**src/rtl/id_ex_stage_pkg.sv**
```systemverilog
// id_ex_stage_pkg: shared encodings for the ID/EX pipeline register.
//   - ALU_* : 4-bit ALU op codes used across the core (ALU_NOP marks a bubble,
//             ALU_INVALID marks an undecodable instruction).
//   - OPA_* : operand-A source select (2-bit).
//   - OPB_* : operand-B source select (2-bit).
//   - ST_*  : ID/EX occupancy states (the state bit is the stage's valid flag).
package id_ex_stage_pkg;

  typedef logic [3:0] alu_op_t;
  typedef logic [1:0] opsel_t;

  localparam alu_op_t ALU_ADD     = 4'h0;
  localparam alu_op_t ALU_SUB     = 4'h1;
  localparam alu_op_t ALU_AND     = 4'h2;
  localparam alu_op_t ALU_OR      = 4'h3;
  localparam alu_op_t ALU_XOR     = 4'h4;
  localparam alu_op_t ALU_SLL     = 4'h5;
  localparam alu_op_t ALU_SRL     = 4'h6;
  localparam alu_op_t ALU_SRA     = 4'h7;
  localparam alu_op_t ALU_SLT     = 4'h8;
  localparam alu_op_t ALU_SLTU    = 4'h9;
  localparam alu_op_t ALU_PASSB   = 4'hA;
  localparam alu_op_t ALU_NOP     = 4'hE;
  localparam alu_op_t ALU_INVALID = 4'hF;

  localparam opsel_t OPA_RS1  = 2'd0;
  localparam opsel_t OPA_PC   = 2'd1;
  localparam opsel_t OPA_ZERO = 2'd2;

  localparam opsel_t OPB_RS2  = 2'd0;
  localparam opsel_t OPB_IMM  = 2'd1;
  localparam opsel_t OPB_FOUR = 2'd2;

  localparam logic ST_EMPTY = 1'b0;
  localparam logic ST_FULL  = 1'b1;

endpackage

```
**src/rtl/id_ex_stage_fwd_mux.sv**
```systemverilog
// id_ex_stage_fwd_mux: selects the value of one source register for EX.
// Build option: ID_EX_FWD_EN enables forwarding from EX/MEM and MEM/WB;
// without it the registered value is passed through (x0 still reads as 0).
// Ports:
//   rs_addr_i / rs_data_i           registered source index and read data
//   mem_we_i / mem_rd_i / mem_data_i EX/MEM forward source
//   wb_we_i / wb_rd_i / wb_data_i    MEM/WB write-back source
//   fwd_data_o                       selected operand value
module id_ex_stage_fwd_mux #(
  parameter int unsigned XLEN   = 32,
  parameter int unsigned REG_AW = 5
) (
  input  logic [REG_AW-1:0] rs_addr_i,
  input  logic [XLEN-1:0]   rs_data_i,
  input  logic              mem_we_i,
  input  logic [REG_AW-1:0] mem_rd_i,
  input  logic [XLEN-1:0]   mem_data_i,
  input  logic              wb_we_i,
  input  logic [REG_AW-1:0] wb_rd_i,
  input  logic [XLEN-1:0]   wb_data_i,
  output logic [XLEN-1:0]   fwd_data_o
);

`ifdef ID_EX_FWD_EN
  // Youngest producer (EX/MEM) wins over the older MEM/WB value.
  always_comb begin
    fwd_data_o = rs_data_i;
    if (rs_addr_i == '0) begin
      fwd_data_o = '0;
    end else if (mem_we_i && (mem_rd_i == rs_addr_i)) begin
      fwd_data_o = mem_data_i;
    end else if (wb_we_i && (wb_rd_i == rs_addr_i)) begin
      fwd_data_o = wb_data_i;
    end
  end
`else
  // Forward ports stay on the interface but are intentionally ignored.
  logic w_unused_fwd;
  assign w_unused_fwd = ^{mem_we_i, mem_rd_i, mem_data_i, wb_we_i, wb_rd_i, wb_data_i};

  always_comb begin
    fwd_data_o = rs_data_i;
    if (rs_addr_i == '0) begin
      fwd_data_o = '0;
    end
  end
`endif

endmodule

```
**src/rtl/id_ex_stage.sv**
```systemverilog
// id_ex_stage: ID/EX pipeline register feeding the ALU.
// Holds one decoded instruction behind a valid/ready handshake, resolves RAW
// hazards on its source operands and drives ALU operands plus sideband data.
// Build option: ID_EX_FWD_EN enables forwarding and hold-refresh.
// Ports:
//   clk, rst (async, active high), flush_i (drop held/incoming instruction)
//   in_valid_i/in_ready_o + pc/rs/imm/rd/control inputs from decode
//   mem_fwd_*/wb_fwd_* forward sources from EX/MEM and MEM/WB
//   out_valid_o/out_ready_i + alu_a/alu_b/alu_sel/store_data/rd/reg_write/pc
//   illegal_o: held instruction decoded as ALU_INVALID
module id_ex_stage #(
  parameter int unsigned XLEN   = 32,
  parameter int unsigned REG_AW = 5
) (
  input  logic              clk,
  input  logic              rst,
  input  logic              flush_i,
  input  logic              in_valid_i,
  output logic              in_ready_o,
  input  logic [XLEN-1:0]   pc_i,
  input  logic [REG_AW-1:0] rs1_addr_i,
  input  logic [REG_AW-1:0] rs2_addr_i,
  input  logic [XLEN-1:0]   rs1_data_i,
  input  logic [XLEN-1:0]   rs2_data_i,
  input  logic [XLEN-1:0]   imm_i,
  input  logic [REG_AW-1:0] rd_addr_i,
  input  logic              reg_write_i,
  input  logic [3:0]        alu_sel_i,
  input  logic [1:0]        opa_sel_i,
  input  logic [1:0]        opb_sel_i,
  input  logic              mem_fwd_we_i,
  input  logic [REG_AW-1:0] mem_fwd_rd_i,
  input  logic [XLEN-1:0]   mem_fwd_data_i,
  input  logic              wb_fwd_we_i,
  input  logic [REG_AW-1:0] wb_fwd_rd_i,
  input  logic [XLEN-1:0]   wb_fwd_data_i,
  output logic              out_valid_o,
  input  logic              out_ready_i,
  output logic [XLEN-1:0]   alu_a_o,
  output logic [XLEN-1:0]   alu_b_o,
  output logic [3:0]        alu_sel_o,
  output logic [XLEN-1:0]   store_data_o,
  output logic [REG_AW-1:0] rd_addr_o,
  output logic              reg_write_o,
  output logic [XLEN-1:0]   pc_o,
  output logic              illegal_o
);
  import id_ex_stage_pkg::*;

  logic              r_valid;
  logic [XLEN-1:0]   r_pc;
  logic [REG_AW-1:0] r_rs1_addr;
  logic [REG_AW-1:0] r_rs2_addr;
  logic [XLEN-1:0]   r_rs1_data;
  logic [XLEN-1:0]   r_rs2_data;
  logic [XLEN-1:0]   r_imm;
  logic [REG_AW-1:0] r_rd_addr;
  logic              r_reg_write;
  logic [3:0]        r_alu_sel;
  logic [1:0]        r_opa_sel;
  logic [1:0]        r_opb_sel;

  logic              w_capture;
  logic              w_drain;
  logic              w_refresh_rs1;
  logic              w_refresh_rs2;
  logic [XLEN-1:0]   w_rs1_val;
  logic [XLEN-1:0]   w_rs2_val;

  assign in_ready_o = (r_valid == ST_EMPTY) || out_ready_i;
  assign w_capture  = in_valid_i && in_ready_o;
  assign w_drain    = (r_valid == ST_FULL) && out_ready_i;

`ifdef ID_EX_FWD_EN
  // A value retiring through WB while we stall would otherwise be lost once it
  // leaves the forward path, so fold it into the held register.
  assign w_refresh_rs1 = (r_valid == ST_FULL) && !out_ready_i && wb_fwd_we_i &&
                         (wb_fwd_rd_i == r_rs1_addr) && (r_rs1_addr != '0);
  assign w_refresh_rs2 = (r_valid == ST_FULL) && !out_ready_i && wb_fwd_we_i &&
                         (wb_fwd_rd_i == r_rs2_addr) && (r_rs2_addr != '0);
`else
  assign w_refresh_rs1 = 1'b0;
  assign w_refresh_rs2 = 1'b0;
`endif

  always_ff @(posedge clk or posedge rst) begin
    if (rst) begin
      r_valid     <= ST_EMPTY;
      r_pc        <= '0;
      r_rs1_addr  <= '0;
      r_rs2_addr  <= '0;
      r_rs1_data  <= '0;
      r_rs2_data  <= '0;
      r_imm       <= '0;
      r_rd_addr   <= '0;
      r_reg_write <= 1'b0;
      r_alu_sel   <= ALU_NOP;
      r_opa_sel   <= '0;
      r_opb_sel   <= '0;
    end else begin
      // Refresh only happens while stalled, when no capture can occur.
      if (w_refresh_rs1) r_rs1_data <= wb_fwd_data_i;
      if (w_refresh_rs2) r_rs2_data <= wb_fwd_data_i;

      if (flush_i) begin
        r_valid   <= ST_EMPTY;
        r_alu_sel <= ALU_NOP;
      end else if (w_capture) begin
        r_valid     <= ST_FULL;
        r_pc        <= pc_i;
        r_rs1_addr  <= rs1_addr_i;
        r_rs2_addr  <= rs2_addr_i;
        r_rs1_data  <= rs1_data_i;
        r_rs2_data  <= rs2_data_i;
        r_imm       <= imm_i;
        r_rd_addr   <= rd_addr_i;
        r_reg_write <= reg_write_i;
        r_alu_sel   <= alu_sel_i;
        r_opa_sel   <= opa_sel_i;
        r_opb_sel   <= opb_sel_i;
      end else if (w_drain) begin
        r_valid <= ST_EMPTY;
      end
    end
  end

  id_ex_stage_fwd_mux #(
    .XLEN   (XLEN),
    .REG_AW (REG_AW)
  ) u_fwd_rs1 (
    .rs_addr_i  (r_rs1_addr),
    .rs_data_i  (r_rs1_data),
    .mem_we_i   (mem_fwd_we_i),
    .mem_rd_i   (mem_fwd_rd_i),
    .mem_data_i (mem_fwd_data_i),
    .wb_we_i    (wb_fwd_we_i),
    .wb_rd_i    (wb_fwd_rd_i),
    .wb_data_i  (wb_fwd_data_i),
    .fwd_data_o (w_rs1_val)
  );

  id_ex_stage_fwd_mux #(
    .XLEN   (XLEN),
    .REG_AW (REG_AW)
  ) u_fwd_rs2 (
    .rs_addr_i  (r_rs2_addr),
    .rs_data_i  (r_rs2_data),
    .mem_we_i   (mem_fwd_we_i),
    .mem_rd_i   (mem_fwd_rd_i),
    .mem_data_i (mem_fwd_data_i),
    .wb_we_i    (wb_fwd_we_i),
    .wb_rd_i    (wb_fwd_rd_i),
    .wb_data_i  (wb_fwd_data_i),
    .fwd_data_o (w_rs2_val)
  );

  always_comb begin
    alu_a_o = '0;
    case (r_opa_sel)
      OPA_RS1: alu_a_o = w_rs1_val;
      OPA_PC:  alu_a_o = r_pc;
      default: alu_a_o = '0;
    endcase
  end

  always_comb begin
    alu_b_o = '0;
    case (r_opb_sel)
      OPB_RS2:  alu_b_o = w_rs2_val;
      OPB_IMM:  alu_b_o = r_imm;
      OPB_FOUR: alu_b_o = XLEN'(4);
      default:  alu_b_o = '0;
    endcase
  end

  assign out_valid_o  = r_valid;
  assign alu_sel_o    = r_valid ? r_alu_sel : ALU_NOP;
  assign reg_write_o  = r_valid && r_reg_write;
  assign illegal_o    = r_valid && (r_alu_sel == ALU_INVALID);
  assign store_data_o = w_rs2_val;
  assign rd_addr_o    = r_rd_addr;
  assign pc_o         = r_pc;

endmodule

```
**config.mk**
```make
export PLATFORM = sky130hd
export DESIGN_NAME = id_ex_stage
export DESIGN_NICKNAME = d
export VERILOG_FILES = /design/src/rtl/id_ex_stage_pkg.sv /design/src/rtl/id_ex_stage_fwd_mux.sv /design/src/rtl/id_ex_stage.sv
export SDC_FILE = /design/constraint.sdc
export NUM_CORES = 1
export LEC_CHECK = 0
export CELL_PAD_IN_SITES_DETAIL_PLACEMENT = 0
export CELL_PAD_IN_SITES_GLOBAL_PLACEMENT = 1
export CORE_ASPECT_RATIO = 0.7
export CORE_MARGIN = 1
export CORE_UTILIZATION = 30
export DETAILED_ROUTE_END_ITERATION = 12
export GPL_TIMING_DRIVEN = 0
export PLACE_DENSITY_LB_ADDON = 0.05
export SLEW_MARGIN = 0
export SYNTH_ARGS = -nofsm -noshare
export SYNTH_HDL_FRONTEND = slang
export SYNTH_SLANG_ARGS = --single-unit
```
**constraint.sdc**
```tcl
create_clock -name clk -period 7.1 [get_ports clk]
set_clock_uncertainty 0.05 [all_clocks]
set_input_delay 1.42 -clock clk [delete_from_list [all_inputs] [get_ports clk]]
set_output_delay 1.42 -clock clk [all_outputs]
set_load 0.1 [all_outputs]
```
==> flow_metrics.py <==
metrics = {
    "worst_setup_path": {
        "crit_path_end_kind": "primary output",
        "start_kind": "flop",
        "critPathMaxStageDelay_ps": 1130,
        "timing.critical_path.cells": "clkbuf_1, nor2b_1, clkbuf_1, clkbuf_1, a22o_1, clkdlybuf4s50_1",
        "crit_path_max_fanout": 10,
        "crit_top_cell": "clkbuf_1",
        "crit_buf_inv": 4,
        "cp_slowest_cell": "clkdlybuf4s50_1",
        "cp.arrival_ps": 3390,
        "cp_top_family": "buffers and inverters",
        "path_class": "flop to primary output",
        "cp.required_ps": 5630,
    },
    "layout": {
        "final_area_um2": 11100,
        "fillers": 2093,
        "area_growth_syn_to_layout_pct": 56.4,
        "final_util": 0.484,
        "layout-drive-gt1-share": 0.235,
        "layout.cells.non_filler": 1225,
        "nNetsFinal": 1132,
    },
    "yosys": {
        "yosys.area.top_type": "dfrtp_1",
        "synth_fp_nets": 815,
        "netlist_area_um2": 7110,
        "yosysWarnings": 0,
        "synthTopCellsByCount": "150 x dfrtp_1, 148 x mux2_2, 39 x nand2_1",
        "ys_types": 29,
        "synth_top_area_share": 0.528,
        "avgSynthCellArea_um2": 12.2,
        "synth_seq_cells": 153,
        "syn_inst": 582,
        "yosysSeqAreaShare": 0.539,
        "synth_edf_count": 0,
        "synth.most_common_cell": "dfrtp_1",
        "async_flop_share": 1.00,
        "synth_flop_cell": "dfrtp_1",
        "synth.top_cells.by_area": "dfrtp_1 53%, mux2_2 23%, o41ai_1 3.6%, nor3b_1 2.6%, a22o_1 2.5%",
    },
    "drt": {
        "via_per_inst": 4.70,
        "wirelength_um": 22900,
        "num_vias": 5755,
        "avgRoutedWirePerCell_um": 18.7,
        "ant_nets": 0,
        "drc": 0,
        "first_pass_iters": 5,
        "first_iter_violations": 225,
    },
    "place": {
        "dp_cells": 1192,
        "dp_hpwl_um": 17500,
        "portBuffers": 297,
        "place_area_um2": 10500,
        "gp_congestion": 0.805,
    },
    "power_and_ir_drop": {
        "irDropWorstVdd_mv": 0.242,
        "power.leakage_nw": 4.53,
        "power_density_nw_per_um2": 369,
    },
    "clock_tree": {
        "insertion_delay_ps": 420,
        "ctsHoldBuffers": 0,
        "clock_path_buffers": 2,
        "cts_htree_levels": 4,
        "cts_tree": "built",
        "clock-sinks": 153,
        "cts-resized-gates": 0,
        "cts_root_buffer": "clkbuf_16",
        "cts.reportedPaths.clkPinSlew_ps": 60,
        "cts_inserted_buffers": 17,
        "post_cts_buffers": 0,
    },
    "timing": {
        "rsz0062_at_grt": "no",
        "hold_viol_final": 0,
        "drv_slew": 0,
        "slew_headroom": 0.308,
        "worst_slew_pin_slew_ps": 1030,
        "max_freq_ghz": 0.206,
        "post-route-min-period_ps": 4860,
        "setup_viol": 0,
        "period_share": 0.684,
    },
    "floorplanning": {
        "rows": 46,
        "die_h_um": 131,
        "die-width_um": 186,
        "die-area_um2": 24300,
        "start_util": 0.310,
        "io_pins": 374,
        "coreArea_um2": 23000,
    },
    "run": {
        "drv_cap": 0,
    },
    "status": {
        "status": "complete, no violations",
    },
    "hold_path": {
        "hold_class": "flop to flop",
    },
    "grt": {
        "antenna_found_initial": 3,
        "grt_usage": 0.193,
        "grt_pass1_vias": 6106,
        "grt_max_degree": 105,
        "globalRouteOverflowTotal": 0,
        "grt_pass1_wl_um": 35100,
    },
}
-- layer usage --
metal	track usage	wire, um	up-vias
met5	0	27	-
met4	0.0405	180	4
met1	0.271	11100	2853
li1	-	-	2687
met2	0.289	9920	195
met3	0.0643	1650	16
-- path summary, 6_finish.rpt --
path                       depth (start not counted)                    endpoint  slack, ps                       start
hold reg to reg                                    1  r_rs1_data[12]$_DFFE_PP0P_        450  r_rs1_data[12]$_DFFE_PP0P_
setup reg to reg                                   5   r_rs2_data[3]$_DFFE_PP0P_       4930     out_valid_o$_DFFE_PP0P_
setup / recovery                                   6                 alu_a_o[18]       2240    r_opa_sel[1]$_DFFE_PP0P_
min in group asynchronous                          2         pc_o[1]$_DFFE_PP0P_       1340                         rst
hold / removal                                     1  r_rs1_data[12]$_DFFE_PP0P_        450  r_rs1_data[12]$_DFFE_PP0P_
max in group asynchronous                          3        pc_o[27]$_DFFE_PP0P_       4810                         rst
-- placed cells by master (no fill, tap or decap), types with 2 or more instances in the layout --
cell type,instances
a211o_1,3
a21oi_1,9
a22o_1,20
a22o_2,5
and2_1,2
and3_1,3
buf_2,22
buf_8,2
bufinv_16,4
clkbuf_1,25
clkbuf_16,17
clkdlybuf4s50_1,297
clkinv_2,3
clkinv_4,2
clkinvlp_4,3
dfrtp_1,150
dfstp_2,3
inv_1,32
mux2_2,148
nand2_1,39
nand2b_1,4
nor2_1,32
nor2b_1,12
nor3b_1,25
o21ai_0,10
o41ai_1,29
-- stage by stage --
step	setup TNS (ps)	setup WS, ps	hold slack [ps]	power (W)
finish	0	2240	446	0.00411
detailed placement	0	2380	438	0.00317
global route	0	2000	463	0.00427
floorplan	0	1510	422	0.00265
global placement	-121410	-830	432	0.00315
CTS	0	2210	452	0.00415
-- kinds of logic after synthesis --
kind of cell           Yosys count  synth area share
AOI/OAI and AO/OA               78            0.0869
buffers and inverters           80            0.0503
and+or+nand+nor                123            0.0892
DFF                            153             0.539
muxes                          148             0.234
-- sequential cells by signal, indices dropped and copies added (netlist names) --
register and cells:
r_reg_write 1, r_opa_sel 2, r_rs1_data 32, r_rs2_addr 5
pc_o 32, r_imm 32, r_rs2_data 32, out_valid_o 1
r_alu_sel 4, r_opb_sel 2, rd_addr_o 5, r_rs1_addr 5
-- layout make-up --
type,instances,area [um^2],area share
antenna,1,2.50,0.000225
timing repair buffer,298,3000,0.270
buffer,47,234,0.0210
clock buffer,20,437,0.0393
tap,312,390,0.0351
sequential,153,3830,0.345
inverter,33,131,0.0118
clock inverter,12,175,0.0157
multi-input combinational,349,2920,0.262
-- where the power goes --
| group | switching, W | internal, W |
|---|---|---|
| clock network | 0.000369 | 0.000587 |
| registers | 0.0000854 | 0.00102 |
| logic | 0.00150 | 0.000549 |
| total | 0.00195 | 0.00216 |
-- worst reg2reg max path, cell delays in order (launching register included) --
cell     delay, ps
dfrtp_1        450
nor2b_1        200
nor3_2         270
buf_2          350
buf_2          350
mux2_2         390
Note: power is estimated with default switching activity, not from simulation.
